--- src/rtl/comparator_cal_pkg.sv ---
// Shared state/side types and signed-code to trim-bus mapping for comparator_offset_cal.
package comparator_cal_pkg;

  localparam int CODE_W = 5;

  typedef enum logic [2:0] {
    ST_IDLE   = 3'd0,
    ST_SETTLE = 3'd1,
    ST_VOTE   = 3'd2,
    ST_DECIDE = 3'd3,
    ST_DONE   = 3'd4
  } cal_state_e;

  typedef enum logic {
    SIDE_P = 1'b0,
    SIDE_N = 1'b1
  } cal_side_e;

  typedef struct packed {
    logic [CODE_W-1:0] p;
    logic [CODE_W-1:0] n;
  } trim_t;

  function automatic logic [4:0] bitrev5(input logic [4:0] v);
    return {v[0], v[1], v[2], v[3], v[4]};
  endfunction

  // -32 has no representable magnitude on a 5-bit trim, so it clamps to -31.
  function automatic logic [5:0] sat_code(input logic [5:0] c);
    return (c == 6'b100000) ? 6'b100001 : c;
  endfunction

  function automatic logic [5:0] side_code(input cal_side_e s, input logic [4:0] m);
    return (s == SIDE_P) ? {1'b0, m} : -{1'b0, m};
  endfunction

  function automatic trim_t code_to_trim(input logic [5:0] code);
    trim_t      t;
    logic [5:0] c;
    logic [5:0] mag;
    c   = sat_code(code);
    t   = '0;
    mag = -c;
    if (c[5]) t.n = bitrev5(mag[4:0]);
    else      t.p = c[4:0];
    return t;
  endfunction

endpackage

--- src/rtl/cal_vote_counter.sv ---
// Ones counter over one VOTE window; majority is combinational from the count.
// Held at zero by clear, so the count only spans the current decision.
module cal_vote_counter #(
  parameter int N_VOTE = 5
) (
  input  logic clk,
  input  logic rst,
  input  logic clear,
  input  logic sample,
  input  logic bit_in,
  output logic majority
);

  logic [3:0] ones;

  always_ff @(posedge clk) begin
    if (rst || clear)          ones <= '0;
    else if (sample && bit_in) ones <= ones + 4'd1;
  end

  assign majority = (ones > 4'(N_VOTE / 2));

endmodule

--- src/rtl/comparator_offset_cal.sv ---
// Foreground offset cal: sign detect then 5-bit SAR on trim magnitude; 6*(SETTLE_CYC+votes+1)+1 cycles to done.
// start/cfg_wr are ignored while busy; OFFSET_CAL_VOTE_EN enables N_VOTE majority voting per decision.
module comparator_offset_cal
  import comparator_cal_pkg::*;
#(
  parameter int SETTLE_CYC = 16,
  parameter int N_VOTE     = 5
) (
  input  logic       clk,
  input  logic       rst,
  input  logic       start,
  input  logic       cmp_out,
  input  logic       cfg_wr,
  input  logic [5:0] cfg_code,
  output logic [4:0] cfg_offset_p,
  output logic [4:0] cfg_offset_n,
  output logic       cal_en,
  output logic       busy,
  output logic       done,
  output logic [5:0] cal_code,
  output logic       cal_sat
);

`ifdef OFFSET_CAL_VOTE_EN
  localparam int NV = N_VOTE;
`else
  localparam int NV = (N_VOTE > 0) ? 1 : 1;
`endif
  localparam int         SCW       = $clog2(SETTLE_CYC);
  localparam logic [2:0] STEP_SIGN = 3'd5;

  cal_state_e        state;
  logic [SCW-1:0]    settle_cnt;
  logic [3:0]        vote_cnt;
  logic [2:0]        step;
  cal_side_e         side;
  logic [CODE_W-1:0] mag;
  logic              last_keep;
  logic              sync1, sync2;
  logic              decision;

`ifdef OFFSET_CAL_VOTE_EN
  cal_vote_counter #(.N_VOTE(NV)) u_vote (
    .clk      (clk),
    .rst      (rst),
    .clear    (state != ST_VOTE && state != ST_DECIDE),
    .sample   (state == ST_VOTE),
    .bit_in   (sync2),
    .majority (decision)
  );
`else
  logic smp;
  always_ff @(posedge clk) begin
    if (rst)                   smp <= 1'b0;
    else if (state == ST_VOTE) smp <= sync2;
  end
  assign decision = smp;
`endif

  logic              keep;
  logic [CODE_W-1:0] bit_mask;
  logic [CODE_W-1:0] next_mag;
  cal_side_e         next_side;

  // Clear the bit under test if it overcorrected, then raise the next trial bit.
  always_comb begin
    keep      = (side == SIDE_N) ? decision : !decision;
    bit_mask  = 5'b00001 << step;
    next_side = side;
    next_mag  = mag;
    if (step == STEP_SIGN) begin
      next_side = decision ? SIDE_N : SIDE_P;
      next_mag  = 5'b10000;
    end else begin
      if (!keep) next_mag = mag & ~bit_mask;
      next_mag = next_mag | (bit_mask >> 1);
    end
  end

  always_ff @(posedge clk) begin
    if (rst) begin
      state        <= ST_IDLE;
      settle_cnt   <= '0;
      vote_cnt     <= '0;
      step         <= '0;
      side         <= SIDE_P;
      mag          <= '0;
      last_keep    <= 1'b0;
      sync1        <= 1'b0;
      sync2        <= 1'b0;
      cfg_offset_p <= '0;
      cfg_offset_n <= '0;
      cal_en       <= 1'b0;
      busy         <= 1'b0;
      done         <= 1'b0;
      cal_code     <= '0;
      cal_sat      <= 1'b0;
    end else begin
      sync1 <= cmp_out;
      sync2 <= sync1;
      case (state)
        ST_IDLE, ST_DONE: begin
          if (busy) begin
            cal_en   <= 1'b0;
            busy     <= 1'b0;
            done     <= 1'b1;
            cal_code <= side_code(side, mag);
            cal_sat  <= (mag == 5'd31) && last_keep;
          end else if (start) begin
            cfg_offset_p <= '0;
            cfg_offset_n <= '0;
            cal_en       <= 1'b1;
            busy         <= 1'b1;
            done         <= 1'b0;
            cal_sat      <= 1'b0;
            step         <= STEP_SIGN;
            mag          <= '0;
            settle_cnt   <= '0;
            state        <= ST_SETTLE;
          end else if (cfg_wr) begin
            {cfg_offset_p, cfg_offset_n} <= code_to_trim(cfg_code);
            cal_code <= sat_code(cfg_code);
            done     <= 1'b0;
            cal_sat  <= 1'b0;
            state    <= ST_IDLE;
          end
        end
        ST_SETTLE: begin
          if (settle_cnt == SCW'(SETTLE_CYC - 1)) begin
            settle_cnt <= '0;
            vote_cnt   <= '0;
            state      <= ST_VOTE;
          end else begin
            settle_cnt <= settle_cnt + 1'b1;
          end
        end
        ST_VOTE: begin
          if (vote_cnt == 4'(NV - 1)) state <= ST_DECIDE;
          else                        vote_cnt <= vote_cnt + 4'd1;
        end
        ST_DECIDE: begin
          side <= next_side;
          mag  <= next_mag;
          {cfg_offset_p, cfg_offset_n} <= code_to_trim(side_code(next_side, next_mag));
          if (step == STEP_SIGN) begin
            step  <= 3'd4;
            state <= ST_SETTLE;
          end else begin
            last_keep <= keep;
            if (step == 3'd0) begin
              state <= ST_DONE;
            end else begin
              step  <= step - 3'd1;
              state <= ST_SETTLE;
            end
          end
        end
        default: state <= ST_IDLE;
      endcase
    end
  end

endmodule

--- config.mk ---
export PLATFORM = sky130hd
export DESIGN_NAME = comparator_offset_cal
export DESIGN_NICKNAME = d
export VERILOG_FILES = /design/src/rtl/comparator_cal_pkg.sv /design/src/rtl/cal_vote_counter.sv /design/src/rtl/comparator_offset_cal.sv
export SDC_FILE = /design/constraint.sdc
export NUM_CORES = 1
export LEC_CHECK = 0
export BUFFER_PORTS_ARGS = -buffer_cell sky130_fd_sc_hd__buf_2
export CAP_MARGIN = 20
export CORE_MARGIN = 2
export CORE_UTILIZATION = 50
export DETAILED_ROUTE_END_ITERATION = 6
export HOLD_SLACK_MARGIN = 0.08
export PLACE_DENSITY = 0.7
export REMOVE_ABC_BUFFERS = 1
export SYNTH_ARGS = -nofsm -noshare
export SYNTH_HDL_FRONTEND = slang
export SYNTH_HIERARCHICAL = 1
export SYNTH_SLANG_ARGS = --single-unit
--- constraint.sdc ---
create_clock -name clk -period 5.9 [get_ports clk]
set_input_delay 1.475 -clock clk [delete_from_list [all_inputs] [get_ports clk]]
set_output_delay 1.475 -clock clk [all_outputs]
set_load 0.02 [all_outputs]
Word level (Yosys, flattened, before mapping)
Index checks and enable logic that the tools add are counted.
{ "word_totals": {"inputBits": 11, "regBits": 44, "output_inout_bits": 20, "wordCells": 124} }
{ "classes": {"eq_ne": 17, "n_bitwise": 4, "n_shift": 1, "n_addsub": 7, "reduce_logical": 22, "muxes": 56} }
{ "ops": {"columns": ["cell", "n"], "rows": [
  ["5-bit two-way mux", 15],
  ["6-bit two-way mux", 7],
  ["3-bit two-way mux", 11],
  ["5-bit one-hot mux with 2 select lines", 3],
  ["4-bit two-way mux", 5],
  ["4-bit one-hot mux with 2 select lines", 2],
  ["3-bit AND reduction", 5],
  ["6-bit == test, second input constant", 2],
  ["5-bit negator with 6-bit output", 2],
  ["3-bit one-hot mux with 4 select lines", 1],
  ["1-bit two-way mux", 11],
  ["5-bit negator", 2],
  ["2-bit nonzero test", 5],
  ["4-bit by 1-bit adder with 4-bit output, second input constant", 2],
  ["2-bit != test, second input constant", 4],
  ["4-bit AND reduction", 2],
  ["3-bit by 2-bit == test with 1-bit output, second input constant", 2],
  ["3-bit == test, second input constant", 2],
  ["3-bit zero test", 2],
  ["3-bit != test, second input constant", 2],
  ["3-bit one-hot mux with 2 select lines", 1],
  ["2-bit AND reduction", 3],
  ["5-bit bitwise AND", 1],
  ["5-bit == test, second input constant", 1],
  ["13 further kinds", 14]
]} }

Longest topological paths before layout
Gate-level depths: netlist of run 1.
{ "logic_depth": {"word_depth": 14, "depth_mapped": 11, "depth_no_buf": 11} }

Least setup slack after synthesis of run 1
No wires, ideal clock.
{ "synth_path": {"path_type": "flip-flop to flip-flop", "startpoint": "register step[0]", "endpoint": "register cfg_offset_n[2]", "arrival_time_ns": 2.709, "setup_slack_ns": 3.117, "path_buffers": 0, "path_stages_with_launch": 12, "period_less_slack_ns": 2.783, "required_ns": 5.826, "setup_time_ns": 0.074, "cell_sequence": "dfxtp_1 inv_1 ha_1 nor2b_1 a311oi_4 inv_2 ha_1 a31oi_1 xnor2_1 a211oi_2 or4_1 o211ai_2"} }
{ "synth_via": {"elab_chain_len": 14, "word_cells_on_any_way": 16, "classes_between": "add/sub (2); eq/ne (2); shift (1); mux (8); bitwise (3)"} }
{ "synth_rtl": {"columns": ["item", "line_no", "rtl"], "rows": [
  ["start, declared", "comparator_offset_cal.sv:35", "logic [2:0] step;"],
  ["start signal, assigned", "comparator_offset_cal.sv:153", "step <= step - 3'd1;"],
  ["1-bit by 3-bit << shifter with 5-bit output", "comparator_offset_cal.sv:68", "bit_mask = 5'b00001 << step;"],
  ["5-bit NOT", "comparator_offset_cal.sv:75", "if (!keep) next_mag = mag & ~bit_mask;"],
  ["5-bit bitwise AND", "comparator_offset_cal.sv:75", null],
  ["5-bit two-way mux", "comparator_offset_cal.sv:75", null],
  ["5-bit two-way mux", "comparator_offset_cal.sv:71", "if (step == STEP_SIGN) begin"],
  ["5-bit by 4-bit OR with 5-bit output", "comparator_offset_cal.sv:76", "next_mag = next_mag | (bit_mask >> 1);"],
  ["5-bit two-way mux", "comparator_offset_cal.sv:71", null],
  ["5-bit negator with 6-bit output", "comparator_cal_pkg.sv:34", "return (s == SIDE_P) ? {1'b0, m} : -{1'b0, m};"],
  ["6-bit two-way mux (*)", "comparator_cal_pkg.sv:34", null],
  ["6-bit == test", "comparator_cal_pkg.sv:30", "return (c == 6'b100000) ? 6'b100001 : c;"],
  ["6-bit two-way mux (*)", "comparator_cal_pkg.sv:30", null],
  ["5-bit negator", "comparator_cal_pkg.sv:43", "mag = -c;"],
  ["5-bit two-way mux (*)", "comparator_cal_pkg.sv:44", "if (c[5]) t.n = bitrev5(mag[4:0]);"],
  ["5-bit one-hot mux with 2 select lines (*)", "comparator_offset_cal.sv:101", "case (state)"],
  ["end signal, assigned", "comparator_offset_cal.sv:121", "{cfg_offset_p, cfg_offset_n} <= code_to_trim(cfg_code);"],
  ["end signal, assigned", "comparator_offset_cal.sv:144", "{cfg_offset_p, cfg_offset_n} <= code_to_trim(side_code(next_side, next_mag));"],
  ["end, declared", "comparator_offset_cal.sv:16", "output logic [4:0] cfg_offset_n,"]
]} }
Mark *: on every way between the ends. The rest lies on a longest branch, timed or not. The select of a mux whose other input is x is not followed.
A chain may end at the register's enable or synchronous reset.

Worst setup path after layout of run 1
Ends and elaborated chain as after synthesis.

==> results by group, run 1 <==
Route
  • Via density per instance: just under 6
  • Initial DRC count: around 110
  • Top layer in use: met4
  • M1 wire length: 2.951 mm
  • Detail Route Antenna Nets: 0
  • DRC Markers: 0
  • Met3 WL post-DR: 303 um
  • Via count: 2425
  • DRT Wirelength: 5.963 mm
  • Met2 WL post-DR: 2.639 mm
  • Drt pass-1 iters: 4
  • Post-DR wirelength/cell: 14.40 um

Yosys
  • Post-Syn Area: 0.002600 mm2
  • Unique masters post-synth: 56
  • Synth async-reset ratio: 0
  • Seq/Total Area, Yosys: 0.3388
  • Synth warn: 6
  • Synth Flop Type: dfxtp_1
  • Post-synth EDFFs: 0
  • #FFs+latches synth: between 40 and 50
  • Avg Inst Size Synth: a little over 8 um2
  • Post-Synthesis Cells: 321

Pwr
  • Total internal power: 0.0007022 W
  • Switch Pwr: 0.0005602 W
  • Clock power share: 0.189
  • Net Sw Frac: 0.4438
  • Power per standard cell area: 438.7 mW/mm2
  • Comb pwr share: 0.470
  • Worst VDD drop: 0.1573 mV
  • Share of power burned in registers: 0.340
  • Lkg Pwr: 1.146 nW

Place
  • Area after DPL: between 0.002 and 0.003 mm2
  • Final Wtd Congestion: ~0.86
  • IO Port Bufs: 30
  • DP HPWL: 4.329 mm

STA
  • FMAX: 0.3130 GHz
  • Max Slew Vio Count: 0
  • Worst slew margin: 0.3155
  • Final period util: 0.5416
  • Min cycle time layout: 3195 ps
  • Hold slack: roughly 440 ps
  • Final Hold Fails: 0
  • Slew @ Worst Pin: 1020 ps
  • RSZ-0062 raised after global routing: false
  • Setup TNS: 0 ps
  • Clock Skew: 10.90 ps
  • Setup violations, final: 0

Clock tree
  • CTS tree: built
  • # clock sinks: between 40 and 50
  • Clock slew seen by the registers of the worst setup and hold paths: 90 ps
  • # resized after CTS: 0
  • Root Driver: clkbuf_8
  • CTS buffer count: 5
  • H-Tree Depth: 2
  • Clk_lat worst skew: approximately 300 ps
  • Hold Buf Count CTS: 0
  • Setup bufs post-CTS: 0
  • CTS Buffer Depth: 2

Die
  • Die Area: 0.005793 mm2
  • Initial core utilization: 0.5123
  • CORE AREA: 0.005075 mm2
  • IO Count: 31
  • Die Span X: 76.11 um
  • Rows: 26
  • Die height: 76.11 um

Critical path
  • CP required: 6130 ps
  • Crit start category: flip-flop
  • CP Launch Point: step[0]
  • Depth of the most critical reg-to-reg path: 11
  • Worst Path Max Fanout: 7
  • Crit path to: cfg_offset_n[2]
  • Critical path endpoint category: flip-flop
  • Reg2Reg Setup Slack: 2700 ps
  • Reg2reg end: cfg_offset_n[2]
  • Worst endpoint data arrival time: 3420 ps
  • Crit Path Category: flip-flop to flip-flop
  • R2R Path Start: step[0]

Global route
  • Gr ovfl total: 0
  • Initial antenna violation count: 0
  • Largest net degree at the start of global routing: 43
  • Vias in the first global route: about 2.1k
  • Global-route wire length before repair: 10.33 mm
  • GRT Total Usage: 0.2146

Run status
  • Outcome: finished, final reports clean

Layout
  • # nets final: approximately 370
  • Antenna diodes: 0
  • P&R area growth vs syn: 10.68%
  • Fraction of layout cells with a size suffix above 1: 0.1483
  • Cell area after layout: approximately 0.0029 mm2
  • Filler cell count in the final layout: 495

Worst hold path
  • HP Class: flip-flop to flip-flop

Run
  • # Max-Cap Violations: 0
[stage by stage]
stage	utilization	power, W	setup WS [ps]	std cells
3_5_place_dp	0.5444	0.001020	2703	406
3_3_place_gp	0.5444	0.001010	2790	406
6_report	0.5671	0.001262	2705	414
5_1_grt	0.5671	0.001360	2469	414
2_1_floorplan	-	0.0008688	3106	306
4_1_cts	0.5671	0.001265	2729	414
[cell usage after synthesis (2+ instances only)]
cell,number,area (um2)
a211oi_1,9,67.56
a21o_1,2,15.01
a21oi_1,24,120.1
a22oi_1,9,67.56
a31oi_1,7,43.79
a32oi_1,2,17.52
and2_1,5,31.28
buf_6,2,22.52
clkbuf_1,12,45.04
dfxtp_1,44,880.8
ha_1,12,150.1
inv_1,11,41.29
inv_2,2,7.510
mux2i_1,6,60.06
nand2_1,17,63.81
nand2b_1,7,43.79
nand3_1,7,35.03
nand4_1,2,12.51
nor2_1,56,210.2
nor2b_1,5,31.28
nor3_1,9,45.04
nor4_1,2,12.51
o211a_1,3,30.03
o211ai_1,3,22.52
o211ai_2,2,25.02
o21ai_0,7,35.03
o21ai_1,11,55.05
or4_1,3,22.52
xnor2_1,7,61.31
xor2_1,7,61.31
[logic make-up after synthesis]
| group | Yosys count | share of synthesized area |
|---|---|---|
| and+or+nand+nor | 120 | 0.2180 |
| xor gates and xnor gates | 15 | 0.05342 |
| muxes | 6 | 0.02310 |
| DFF | 44 | 0.3388 |
| buffers and inverters | 28 | 0.04764 |
| adders and majority gates | 12 | 0.05775 |
| AOI/OAI and AO/OA | 96 | 0.2613 |
[registers in the layout (all words and copies together) (netlist names), 3 cells and up]
register / count
cal_code: 6
cfg_offset_n: 5
cfg_offset_p: 5
mag: 5
settle_cnt: 4
state: 3
step: 3
vote_cnt: 4
[area by class of cell]
type	instances	area, um2	area share
Multi-Input combinational cell	249	1595	0.5543
Sequential cell	44	880.8	0.3061
Timing Repair Buffer	30	150.1	0.05217
Tap cell	70	87.58	0.03043
Clock buffer	5	68.82	0.02391
Inverter	13	48.80	0.01696
Clock inverter	3	46.29	0.01609
[cell usage in the layout (no fill, tap or decap), types with 11 or more instances in the layout]
cell type / count
o21ai_1: 11
nand2_1: 17
buf_2: 30
ha_1: 12
a21oi_1: 24
nor2_1: 56
dfxtp_1: 44
inv_1: 11
[worst min-delay path by stage]
| stage | endpoint | start | slack, ps | cells after the start |
|---|---|---|---|---|
| 6_report | sync2 | sync1 | 440 | 1 |
| 5_1_grt | sync2 | sync1 | 460 | 1 |
| 4_1_cts | sync2 | sync1 | 450 | 1 |
| 3_5_place_dp | sync2 | sync1 | 430 | 1 |
| 3_3_place_gp | sync2 | sync1 | 420 | 1 |
| 2_1_floorplan | sync2 | sync1 | 410 | 1 |
[power groups by stage]
stage                     combinational, W  sequential [W]  clock (W)
after global placement            0.000576        0.000434          0
final                             0.000594        0.000429   0.000239
after detailed placement          0.000586        0.000434          0
after floorplan                   0.000387        0.000481          0
after global routing              0.000661        0.000443   0.000255
after CTS                         0.000592        0.000429   0.000244
[critical path: stages, from the launching register on]
cell      delay (ps)
dfxtp_1          420
inv_1            110
ha_1             250
nor2b_1          210
a311oi_4         550
inv_2            120
ha_1             260
a31oi_1          180
xnor2_1          260
a211oi_2         130
or4_1            560
o211ai_2          80
[metal layers]
| metal | track usage | vias up |
|---|---|---|
| met5 | 0 | - |
| met4 | 0.06182 | 0 |
| met3 | 0.04028 | 8 |
| met2 | 0.3500 | 67 |
| met1 | 0.2910 | 1158 |
| li1 | - | 1192 |
Note: power is estimated with default switching activity, not from simulation.
==> run 2: changes to the inputs <==
- PLACE_DENSITY: 0.7 -> 0.73
- clock period: 5.9 -> 2.92 ns (I/O delays scaled with it)
==> run 2 against run 1 <==
Cell area up 3.7%. Worst hold slack is essentially flat. Clock skew decreased by 2.5 ps. Register-to-register slack lost 2500 ps. Maximum frequency increased by 16%. Cell count increased by 2.4%. Setup slack got worse by 2500 ps. Die area unchanged. Critical path depth unchanged. Utilization up 2.1 points. Clock power grew 110%. Sequential cell count unchanged. Critical endpoint is now cfg_offset_n[1]. Largest power group unchanged.
==> results by group, run 2 (same netlist as run 1, synthesis figures left out) <==
Run status
  • Outcome: finished, final reports clean

Clock tree
  • CTS tree: built
  • Hold Buf Count CTS: 0
  • CTS Buffer Depth: 2
  • CTS buffer count: 5
  • Clk_lat worst skew: 300 ps
  • Root Driver: clkbuf_8
  • Clock slew seen by the registers of the worst setup and hold paths: 90 ps
  • # clock sinks: 44
  • Setup bufs post-CTS: 0
  • H-Tree Depth: 2

Route
  • Top layer in use: met4
  • Met3 WL post-DR: approximately 320 um
  • Via density per instance: between 5 and 6
  • M1 wire length: 2.955 mm
  • DRT Wirelength: 6.146 mm
  • Post-DR wirelength/cell: 14.50 um
  • DRC Markers: 0
  • Initial DRC count: approximately 110
  • Drt pass-1 iters: 4
  • Met2 WL post-DR: 2.763 mm
  • Detail Route Antenna Nets: 0
  • Via count: 2427

Place
  • Final Wtd Congestion: 0.9259
  • DP HPWL: 4.549 mm
  • IO Port Bufs: 30

Pwr
  • Lkg Pwr: between 1 and 1.5 nW
  • Worst VDD drop: approximately 0.34 mV
  • Power per standard cell area: 883.0 mW/mm2
  • Power Total: 0.002635 W

Critical path
  • CP required: 3150 ps
  • CP Launch Point: step[0]
  • Worst Path Max Fanout: 6
  • R2R Path Start: step[0]
  • Worst endpoint data arrival time: 2980 ps
  • Critical path endpoint category: flip-flop
  • Depth of the most critical reg-to-reg path: 11
  • Reg2reg end: cfg_offset_n[1]
  • Reg2Reg Setup Slack: 160 ps
  • Crit path to: cfg_offset_n[1]
  • Crit start category: flip-flop
  • Crit Path Category: flip-flop to flip-flop

Worst hold path
  • HP Class: flip-flop to flip-flop

STA
  • Min cycle time layout: 2756 ps
  • Final period util: 0.9440
  • Final Hold Fails: 0
  • Clock Skew: 8.383 ps
  • Max Slew Vio Count: 0
  • RSZ-0062 raised after global routing: false
  • Slew @ Worst Pin: 722.3 ps
  • Setup violations, final: 0
  • Worst slew margin: 0.5152
  • Setup TNS: 0 ps
  • FMAX: around 0.36 GHz

Layout
  • Multi-input logic area: 0.001618 mm2
  • Fraction of layout cells with a size suffix above 1: 0.1893
  • Most common cell after layout, fill and taps aside: nor2_1
  • Antenna diodes: 0
  • Filler cell count in the final layout: 484
  • Max FFs per register: 6
  • Commonest non-fill, non-tap cells in the layout: nor2_1 (56), dfxtp_1 (42), buf_2 (30)
  • Reg area: 883.3 um2
  • P&R area growth vs syn: 14.77%
  • # nets final: 376
  • Largest reg by FF count: cal_code

Global route
  • GRT Total Usage: 0.2195
  • Global-route wire length before repair: about 10 mm
  • Vias in the first global route: approximately 2.3k
  • Largest net degree at the start of global routing: 32
  • Initial antenna violation count: 0
  • Gr ovfl total: 0

Die
  • CORE AREA: 0.005075 mm2
  • Rows: 26
  • Die Area: 0.005793 mm2
  • Die height: 76.11 um
  • Initial core utilization: 0.5123
  • Die Span X: 76.11 um
  • IO Count: 31

Run
  • # Max-Cap Violations: 0
run 2: per-layer routing:
layer	track usage	vias up
li1	-	1216
met1	0.2915	1126
met2	0.3545	72
met3	0.04265	13
met4	0.08364	0
met5	0	-
run 2: per-stage QoR:
step | setup WS (ps) | hold WS (ps) | util | instances | area, um2
floorplan | 126.1 | 413.8 | - | 306 | 2525
global placement | 206.5 | 415.5 | 0.5592 | 416 | 2838
detailed placement | 102.7 | 428.3 | 0.5592 | 416 | 2838
CTS | 55.41 | 449.5 | 0.5831 | 424 | 2959
global route | 3.887 | 465.6 | 0.5880 | 424 | 2984
finish | 163.6 | 443.9 | 0.5880 | 424 | 2984
run 2: how the worst min path moves through the flow:
stage               start    end  slack [ps]  cells after the start
finish              sync1  sync2         440                      1
detailed placement  sync1  sync2         430                      1
global route        sync1  sync2         470                      1
CTS                 sync1  sync2         450                      1
global placement    sync1  sync2         420                      1
floorplan           sync1  sync2         410                      1
run 2: critical path: stages (launching register included):
cell      delay (ps)
dfxtp_2          370
inv_1             80
ha_1             250
nor2b_2          220
a311oi_4         350
inv_2             80
ha_1             240
a31oi_1          190
xnor2_1          190
a211oi_2         110
or4_1            540
o221ai_1          80
run 2: timing repair:
item	in CTS	in global routing
endpoints found under the setup margin	0	4
hold endpoints to repair	0	0
gates resized for setup	0	7
run 2: area by class of cell:
type                            count  area share
Clock buffer                        6     0.02767
Clock inverter                      2     0.01300
Inverter                           13     0.01635
Multi-Input combinational cell    249      0.5421
Sequential cell                    44      0.2960
Tap cell                           70     0.02935
Timing Repair Buffer               40     0.07547
run 2: power by group:
part	leakage [nW]	total (W)	internal (W)	switching [W]
Sequential	0.360	0.000859	0.000737	0.000122
Combinational	0.793	0.00127	0.000468	0.000806
Clock	0.0614	0.000502	0.000280	0.000222
Total	1.21	0.00264	0.00149	0.00115
==> run 3: changes to the inputs <==
- CTS_CLUSTER_DIAMETER: not set -> 50
- GPL_TIMING_DRIVEN: not set -> 0
==> run 3 against run 2 <==
Register-to-register slack got worse by 20 ps. Critical path depth did not move. Critical path type unchanged. First-iteration DRC count rose by 41%. Cell area fell by 0.46%. Power rose by 0.69%. Cell count fell by 1.9%. Routed wire length fell by 2.6%. Largest cell class unchanged. Maximum frequency fell by 0.79%. Global-route usage fell by 1.2 points. Worst hold slack improved by 8.4 ps.
==> results by group, run 3 (same netlist as run 1, synthesis figures left out) <==
Worst hold path
  • HP Class: flip-flop to flip-flop
  • Hold Crit Start: sync1
  • Hold endpoint: sync2
  • Worst hold path stage count: 1

Critical path
  • Critical path's top delay family: simple AND/OR/NAND/NOR gates
  • Depth of the most critical reg-to-reg path: 11
  • Worst-path cell chain: inv_1, ha_1, and2_2, a311oi_4, inv_2, ha_2, a31oi_2, xnor2_2, a211oi_2, or4_1, o211ai_2
  • Crit start category: flip-flop
  • Critical path endpoint category: flip-flop
  • Reg2Reg Setup Slack: 140 ps
  • Reg2reg end: cfg_offset_n[2]
  • Crit Path Category: flip-flop to flip-flop
  • Slowest cell on crit path: or4_1
  • R2R Path Start: step[1]
  • Worst endpoint data arrival time: approximately 3000 ps
  • Critical path's largest stage delay: 560 ps
  • Worst Path Max Fanout: 6
  • CP required: 3140 ps
  • Crit path buffers/inverters: 2

Die
  • Die height: 76.11 um
  • IO Count: 31
  • Die Span X: 76.11 um
  • Die Area: 0.005793 mm2
  • Rows: 26
  • Initial core utilization: 0.5123
  • CORE AREA: 0.005075 mm2

Layout
  • Reg area: 883.3 um2
  • Antenna diodes: 0
  • Filler cell count in the final layout: 472
  • Max FFs per register: 6
  • Largest reg by FF count: cal_code
  • Multi-input logic area: between 0.0015 and 0.002 mm2
  • Fraction of layout cells with a size suffix above 1: 0.1821
  • Commonest non-fill, non-tap cells in the layout: nor2_1 (56), dfxtp_1 (42), buf_2 (30)
  • Most common cell after layout, fill and taps aside: nor2_1
  • # nets final: 368
  • P&R area growth vs syn: 14.24%

STA
  • Final Hold Fails: 0
  • Hold slack: 452.3 ps
  • Min cycle time layout: 2778 ps
  • Worst slew margin: 0.3561
  • Setup violations, final: 0
  • FMAX: 0.3599 GHz
  • Slew @ Worst Pin: 962.3 ps
  • Final period util: 0.9515
  • RSZ-0062 raised after global routing: false
  • Max Slew Vio Count: 0
  • Clock Skew: 10.26 ps
  • Setup TNS: 0 ps

Route
  • Via density per instance: 5.755
  • Initial DRC count: ~150
  • DRT Wirelength: 5.984 mm
  • Via count: 2394
  • Post-DR wirelength/cell: around 14 um
  • Detail Route Antenna Nets: 0
  • DRC Markers: 0
  • Drt pass-1 iters: 4

Place
  • IO Port Bufs: 30
  • DP HPWL: 4.240 mm
  • Final Wtd Congestion: just under 0.9

Clock tree
  • Root Driver: clkbuf_8
  • CTS tree: built
  • Clk_lat worst skew: 300 ps
  • H-Tree Depth: 2
  • CTS buffer count: 5
  • # clock sinks: 44
  • Clock slew seen by the registers of the worst setup and hold paths: approximately 90 ps
  • CTS Buffer Depth: 2

Run
  • # Max-Cap Violations: 0

Global route
  • Gr ovfl total: 0
  • Largest net degree at the start of global routing: 43
  • Vias in the first global route: 2121
  • Initial antenna violation count: 0
  • GRT Total Usage: 0.2079
  • Global-route wire length before repair: 9.853 mm

Pwr
  • Lkg Pwr: roughly 1.2 nW
  • Power per standard cell area: just under 900 mW/mm2
  • Worst VDD drop: approximately 0.34 mV

Run status
  • Outcome: finished, final reports clean
[run 3: through the flow]
| step | util | area, um2 | total power [W] | instances | setup slack (ps) |
|---|---|---|---|---|---|
| 2_1_floorplan | - | 2525 | 0.001755 | 306 | 126.1 |
| 3_3_place_gp | 0.5444 | 2763 | 0.002036 | 406 | -210.5 |
| 3_5_place_dp | 0.5444 | 2763 | 0.002060 | 406 | -233.0 |
| 4_1_cts | 0.5730 | 2908 | 0.002586 | 415 | 1.472 |
| 5_1_grt | 0.5853 | 2970 | 0.002843 | 416 | 4.196 |
| 6_report | 0.5853 | 2970 | 0.002653 | 416 | 141.5 |
[run 3: layout make-up]
| cell class | instances | area share |
|---|---|---|
| Multi-Input combinational cell | 249 | 0.5602 |
| Sequential cell | 44 | 0.2974 |
| Timing Repair Buffer | 32 | 0.05560 |
| Tap cell | 70 | 0.02949 |
| Clock buffer | 6 | 0.02780 |
| Inverter | 13 | 0.01643 |
| Clock inverter | 2 | 0.01306 |
[run 3: worst max path at each step]
stage	slack [ps]	cells past startpoint	start	to
2_1_floorplan	130	11	step[0]	cfg_offset_n[2]
3_3_place_gp	-210	11	step[0]	cfg_offset_n[2]
3_5_place_dp	-230	11	step[0]	cfg_offset_n[2]
4_1_cts	1	11	step[1]	cfg_offset_n[2]
5_1_grt	4	11	step[1]	cfg_offset_n[0]
6_report	140	11	step[1]	cfg_offset_n[2]
[run 3: per-layer routing]
metal	up-vias	track usage	wire, um
met2	58	0.3420	2733
met5	-	0	0
met3	4	0.03791	311
li1	1203	-	-
met1	1129	0.2825	2900
met4	0	0.05455	40
[run 3: what timing repair did]
action,in CTS,in global routing
pin swaps,1,1
hold buffers,0,0
setup buffers,1,0
endpoints found under the setup margin,4,4
gates resized for setup,3,11
[run 3: report_power, final]
| group | internal, W | switching [W] | total [W] |
|---|---|---|---|
| sequential | 0.000736 | 0.000135 | 0.000871 |
| clock | 0.000280 | 0.000224 | 0.000504 |
| combinational | 0.000469 | 0.000808 | 0.00128 |
